File: config.mk
export PLATFORM = sky130hd
export DESIGN_NAME = median_avg_filter
export DESIGN_NICKNAME = d
export VERILOG_FILES = /design/src/rtl/avg_pkg.sv /design/src/rtl/sample_ring.sv /design/src/rtl/median_avg_filter.sv
export SDC_FILE = /design/constraint.sdc
export NUM_CORES = 1
export LEC_CHECK = 0
export ABC_AREA = 1
export BUFFER_PORTS_ARGS = -buffer_cell sky130_fd_sc_hd__buf_4
export CAP_MARGIN = 20
export CORE_AREA = 2 2 129 143
export DETAILED_ROUTE_END_ITERATION = 8
export DIE_AREA = 0 0 131 145
export SLEW_MARGIN = 20
export SYNTH_ARGS = -nofsm -noshare
export SYNTH_HDL_FRONTEND = slang
export SYNTH_SLANG_ARGS = --single-unit
export TNS_END_PERCENT = 50
File: constraint.sdc
create_clock -name clk_i -period 6.3 [get_ports clk_i]
set_input_delay 1.26 -clock clk_i [delete_from_list [all_inputs] [get_ports clk_i]]
set_output_delay 1.26 -clock clk_i [all_outputs]
set_load 0.01 [all_outputs]
File: src/rtl/avg_pkg.sv
// Shared types and helpers for the median/average sample filter.
package avg_pkg;

    typedef enum logic {
        AVG_BLOCK = 1'b0,
        AVG_SLIDE = 1'b1
    } avg_mode_e;

    function automatic int depth_of(input int depth_log2);
        return 1 << depth_log2;
    endfunction

endpackage

File: src/rtl/sample_ring.sv
// Register ring holding the averaging window; zero-latency read of the oldest entry.
module sample_ring
    import avg_pkg::*;
#(
    parameter int DATA_W     = 16,
    parameter int DEPTH_LOG2 = 3
) (
    input  logic              clk_i,
    input  logic              rstn_i,
    input  logic              clr,
    input  logic              wr_en,
    input  logic [DATA_W-1:0] din,
    output logic [DATA_W-1:0] oldest
);
    localparam int DEPTH = depth_of(DEPTH_LOG2);

    logic [DATA_W-1:0]     mem [DEPTH];
    logic [DEPTH_LOG2-1:0] ptr;
    logic [DEPTH_LOG2-1:0] wptr;

    // A clear coinciding with a write starts the new window at slot 0.
    assign wptr   = clr ? '0 : ptr;
    assign oldest = mem[ptr];

    always_ff @(posedge clk_i or negedge rstn_i) begin
        if (!rstn_i) begin
            ptr <= '0;
            for (int i = 0; i < DEPTH; i++) begin
                mem[i] <= '0;
            end
        end else if (wr_en) begin
            mem[wptr] <= din;
            ptr       <= wptr + DEPTH_LOG2'(1);
        end else begin
            ptr <= wptr;
        end
    end

endmodule

File: src/rtl/median_avg_filter.sv
// Strobe synchroniser, optional median-of-3, windowed sum and average output.
module median_avg_filter
    import avg_pkg::*;
#(
    parameter int        DATA_W     = 16,
    parameter int        DEPTH_LOG2 = 3,
    parameter bit        MED_EN     = 1'b1,
    parameter avg_mode_e AVG_MODE   = AVG_BLOCK
) (
    input  logic                clk_i,
    input  logic                rstn_i,
    input  logic [DATA_W-1:0]   data_i,
    input  logic                data_av_ai,
    input  logic                flush_i,
    output logic [DATA_W-1:0]   avg_o,
    output logic                avg_valid_o,
    output logic [DEPTH_LOG2:0] count_o,
    output logic                full_o
);
    localparam int                  DEPTH     = depth_of(DEPTH_LOG2);
    localparam int                  SUM_W     = DATA_W + DEPTH_LOG2;
    localparam logic [DEPTH_LOG2:0] DEPTH_CNT = (DEPTH_LOG2 + 1)'(DEPTH);

    function automatic logic [DATA_W-1:0] median3(input logic [DATA_W-1:0] a,
                                                  input logic [DATA_W-1:0] b,
                                                  input logic [DATA_W-1:0] c);
        logic [DATA_W-1:0] lo;
        logic [DATA_W-1:0] hi;
        lo = (a < b) ? a : b;
        hi = (a < b) ? b : a;
        if (c < lo)      return lo;
        else if (c > hi) return hi;
        else             return c;
    endfunction

    logic av_ff1, av_ff2, av_ff3, strobe;

    always_ff @(posedge clk_i or negedge rstn_i) begin
        if (!rstn_i) begin
            av_ff1 <= 1'b0;
            av_ff2 <= 1'b0;
            av_ff3 <= 1'b0;
        end else begin
            av_ff1 <= data_av_ai;
            av_ff2 <= av_ff1;
            av_ff3 <= av_ff2;
        end
    end

    assign strobe = av_ff2 & ~av_ff3;

    logic [DATA_W-1:0] hist0, hist1, hist2;
    logic [1:0]        prime_cnt;
    logic              hist_valid;

    // With the median enabled, the first two strobes only fill the history.
    always_ff @(posedge clk_i or negedge rstn_i) begin
        if (!rstn_i) begin
            hist0      <= '0;
            hist1      <= '0;
            hist2      <= '0;
            prime_cnt  <= '0;
            hist_valid <= 1'b0;
        end else if (flush_i) begin
            hist0      <= '0;
            hist1      <= '0;
            hist2      <= '0;
            prime_cnt  <= '0;
            hist_valid <= 1'b0;
        end else begin
            hist_valid <= 1'b0;
            if (strobe) begin
                hist0 <= data_i;
                hist1 <= hist0;
                hist2 <= hist1;
                if (!MED_EN || prime_cnt == 2'd2) begin
                    hist_valid <= 1'b1;
                end else begin
                    prime_cnt <= prime_cnt + 2'd1;
                end
            end
        end
    end

    logic [DATA_W-1:0] med_q;
    logic              med_valid;

    always_ff @(posedge clk_i or negedge rstn_i) begin
        if (!rstn_i) begin
            med_q     <= '0;
            med_valid <= 1'b0;
        end else if (flush_i) begin
            med_valid <= 1'b0;
        end else begin
            med_valid <= hist_valid;
            if (hist_valid) begin
                med_q <= MED_EN ? median3(hist0, hist1, hist2) : hist0;
            end
        end
    end

    logic [SUM_W-1:0]      sum_q, sum_nxt;
    logic [DEPTH_LOG2:0]   count_q, count_nxt;
    logic                  ring_clr, ring_wr;
    logic                  win_done_q, win_done_nxt;
    logic [DATA_W-1:0]     oldest;

    sample_ring #(
        .DATA_W     (DATA_W),
        .DEPTH_LOG2 (DEPTH_LOG2)
    ) u_ring (
        .clk_i  (clk_i),
        .rstn_i (rstn_i),
        .clr    (ring_clr),
        .wr_en  (ring_wr),
        .din    (med_q),
        .oldest (oldest)
    );

    // In block mode a full window is emptied the cycle after it completes.
    always_comb begin
        sum_nxt      = sum_q;
        count_nxt    = count_q;
        ring_clr     = 1'b0;
        ring_wr      = 1'b0;
        win_done_nxt = 1'b0;
        if (flush_i) begin
            sum_nxt   = '0;
            count_nxt = '0;
            ring_clr  = 1'b1;
        end else begin
            if (AVG_MODE == AVG_BLOCK && count_q == DEPTH_CNT) begin
                sum_nxt   = '0;
                count_nxt = '0;
                ring_clr  = 1'b1;
            end
            if (med_valid) begin
                ring_wr = 1'b1;
                if (count_nxt == DEPTH_CNT) begin
                    sum_nxt = sum_q + SUM_W'(med_q) - SUM_W'(oldest);
                end else begin
                    sum_nxt   = sum_nxt + SUM_W'(med_q);
                    count_nxt = count_nxt + (DEPTH_LOG2 + 1)'(1);
                end
                win_done_nxt = (count_nxt == DEPTH_CNT);
            end
        end
    end

    always_ff @(posedge clk_i or negedge rstn_i) begin
        if (!rstn_i) begin
            sum_q      <= '0;
            count_q    <= '0;
            win_done_q <= 1'b0;
        end else begin
            sum_q      <= sum_nxt;
            count_q    <= count_nxt;
            win_done_q <= win_done_nxt;
        end
    end

    always_ff @(posedge clk_i or negedge rstn_i) begin
        if (!rstn_i) begin
            avg_o       <= '0;
            avg_valid_o <= 1'b0;
        end else begin
            avg_valid_o <= win_done_q & ~flush_i;
            if (win_done_q && !flush_i) begin
                avg_o <= sum_q[SUM_W-1:DEPTH_LOG2];
            end
        end
    end

    assign count_o = count_q;
    assign full_o  = (count_q == DEPTH_CNT);

endmodule

==> metrics.txt <==
area leader, netlist=dfrtp_1; Port Buffers=41; final antenna-violating net count=0; Setup-failing EPs final=0; combinational power share=0.251; worst hold slack=0.349 ns; Post-route DRC=0; multi-input logic area=0.00353 mm^2; RePlAce Congestion=0.865; total number of vias=5762; GRT Residual Overflow=0; post-DR wirelength/cell=13.2 um; H-tree levels=3; synthesized area=0.00692 mm^2; synth top area cells=dfrtp_1 (41%), ha_1 (12%), nand2_1 (11%); Worst Path Max Fanout=63; critical path type=reg -> reg; std cell rows=51; TritonCTS clock tree=done; distinct cell type count after synthesis=39; GRT Overall Usage=0.168; Critical Path AT=4.53 ns; first-pass GRT wire length=25900 um; core area=0.0175 mm^2; Max-Cap Viols=0; worst hold path type=reg -> reg; Skew-Pair Late Insertion Delay=0.36 ns; Die Y=145 um; Setup Skew=0.00682 ns; Starting Density=0.394; Worst setup EP type=flip-flop; number of CTS-inserted buffers=9; IO Pins=42; fraction of layout cells with a size suffix above 1=0.0943; PwrDens=248 mW/mm^2; top cell type's share of synthesized area=0.405; die width=131 um; RSZ-0062 raised after global routing=false; Seq pwr share=0.415; drt first pass iters=5; synthesis-to-finish area growth=11.8%; Routed Wire Length=15100 um; max-slew violations=0; commonest non-fill, non-tap cell in the layout=nand2_1; full die area=0.0190 mm^2; CTS resizes=0; final worst-path cycle share=0.672; # diodes=0; Vias/cell=5.01; most frequent cells in the layout=nand2_1 (206), dfrtp_1 (112), o21ai_0 (108); Max Root-Sink Buffers=2; initial antenna violation count=0; Internal Power=0.00131 W; Syn Inst Count=891; Clock Sink Count=112; Slew HR=0.310; Setup crit start kind=flip-flop; Net Sw Frac=0.319; vias in the first global route=5332; Layout Nets=993; Clk network pwr share=0.334; FILL cells=1793; Avg Cell Area, Syn=7.77 um^2; CTS Root Cell=clkbuf_16; Hold Fails Final Rpt=0; Max Clk Rate=0.236 GHz; register bit total from synthesis=112; initial DRC count=291; Seq/Total Area, Yosys=0.405; Reg area=0.00280 mm^2; worst vdd ir=188 uV; P_sw=0.000613 W; Hold Buf Count CTS=0; Setup Buffers After CTS=0; DPL Wire Length=11000 um; clock-pin slew on the worst setup and hold paths=0.07 ns; status=completed; WP data required=6.60 ns; Lkg Pwr=3.95 nW; Yosys Warn Count=0; setup slack, reg-to-reg=2.07 ns; Slew @ Worst Pin=1.03 ns; largest net degree at the start of global routing=77; post-synthesis net count=977; fin crit period=4.23 ns; Setup TNS=0 ns
critical path, stage by stage (launching register included):
cell       delay [ns]
dfrtp_1          0.37
inv_1            0.15
ha_1             0.27
nand2_1          0.07
inv_1            0.03
o21ai_1          0.10
a21oi_1          0.09
nor2_2           0.21
nand2_4          0.34
o21ai_0          0.46
ha_1             0.32
a21oi_1          0.19
a31oi_1          0.16
a2111oi_4        0.76
nand2_4          0.30
nand2_1          0.14
nand3_1          0.08
nand2_1          0.08
per-stage QoR:
stage	utilization	instances	power [W]	setup slack [ns]	area (um^2)
final	0.441	1150	0.00192	2.07	7730
after global routing	0.441	1150	0.00206	1.71	7730
after CTS	0.441	1150	0.00195	2.07	7730
after detailed placement	0.421	1134	0.00129	2.10	7390
after global placement	0.421	1134	0.00129	2.19	7390
after floorplan	-	891	0.00117	3.08	6920
routing by layer:
metal | routed length, um | vias to the layer above | global-route usage | part of all wire
met5 | 0 | - | 0 | 0
met4 | 225 | 0 | 0.0441 | 0.015
met3 | 558 | 16 | 0.0302 | 0.037
met2 | 6870 | 118 | 0.257 | 0.45
met1 | 7470 | 2626 | 0.243 | 0.49
li1 | - | 3002 | - | -
cell usage after synthesis (all sizes together):
master / instances
nand2: 222
ha: 65
o211ai: 3
nand3: 97
xnor2: 4
nand3b: 1
o21a: 4
o221ai: 1
nand4: 4
a31oi: 1
fa: 1
nor2: 28
a22oi: 1
o22ai: 8
clkinv: 2
o31ai: 16
or4: 1
o2111ai: 1
o221a: 1
o211a: 1
clkbuf: 32
nor4: 1
a2111oi: 1
a21oi: 40
dfrtp: 112
inv: 112
a211oi: 1
xor2: 1
buf: 8
nor3: 2
o21ai: 118
o32ai: 1
cells by family (layout without fill, tap and decap cells):
kind of cell / count (synthesis) / count (layout) / share of synthesized area
simple gates: 356 / 356 / 0.222
compound gates: 198 / 198 / 0.160
buf+inv: 154 / 175 / 0.0855
flops: 112 / 112 / 0.405
fa+ha+maj: 66 / 66 / 0.120
xor+xnor: 5 / 5 / 0.00633
final timing paths:
path | depth (start not counted) | start | end
setup reg to reg | 17 | hist1[9] | med_q[0]
hold reg to reg | 0 | av_ff1 | av_ff2
hold / removal | 0 | av_ff1 | av_ff2
min in group asynchronous | 1 | rstn_i | avg_o[6]
max in group asynchronous | 2 | rstn_i | sum_q[12]
setup / recovery | 17 | hist1[9] | med_q[0]
power groups by stage:
| stage | clock network (W) | registers (W) | logic [W] |
|---|---|---|---|
| final | 0.000642 | 0.000797 | 0.000483 |
| after global routing | 0.000691 | 0.000804 | 0.000565 |
| after CTS | 0.000663 | 0.000797 | 0.000486 |
| after detailed placement | 0 | 0.000811 | 0.000483 |
| after global placement | 0 | 0.000810 | 0.000480 |
| after floorplan | 0 | 0.000802 | 0.000364 |
layout make-up:
cell class | instances | area share
sequential | 112 | 0.362
tap | 238 | 0.0385
inverter | 114 | 0.0553
clock inverter | 4 | 0.00971
timing repair buffer | 45 | 0.0437
clock buffer | 12 | 0.0345
multi-input combinational | 625 | 0.456
sequential cells by signal, indices dropped and copies added (netlist names), 2 cells and up:
name,flops
prime_cnt,2
hist0,16
med_q,16
hist2,16
count_o,4
hist1,16
avg_o,16
sum_q,19
No activity file was read; power rests on OpenSTA's default activity.
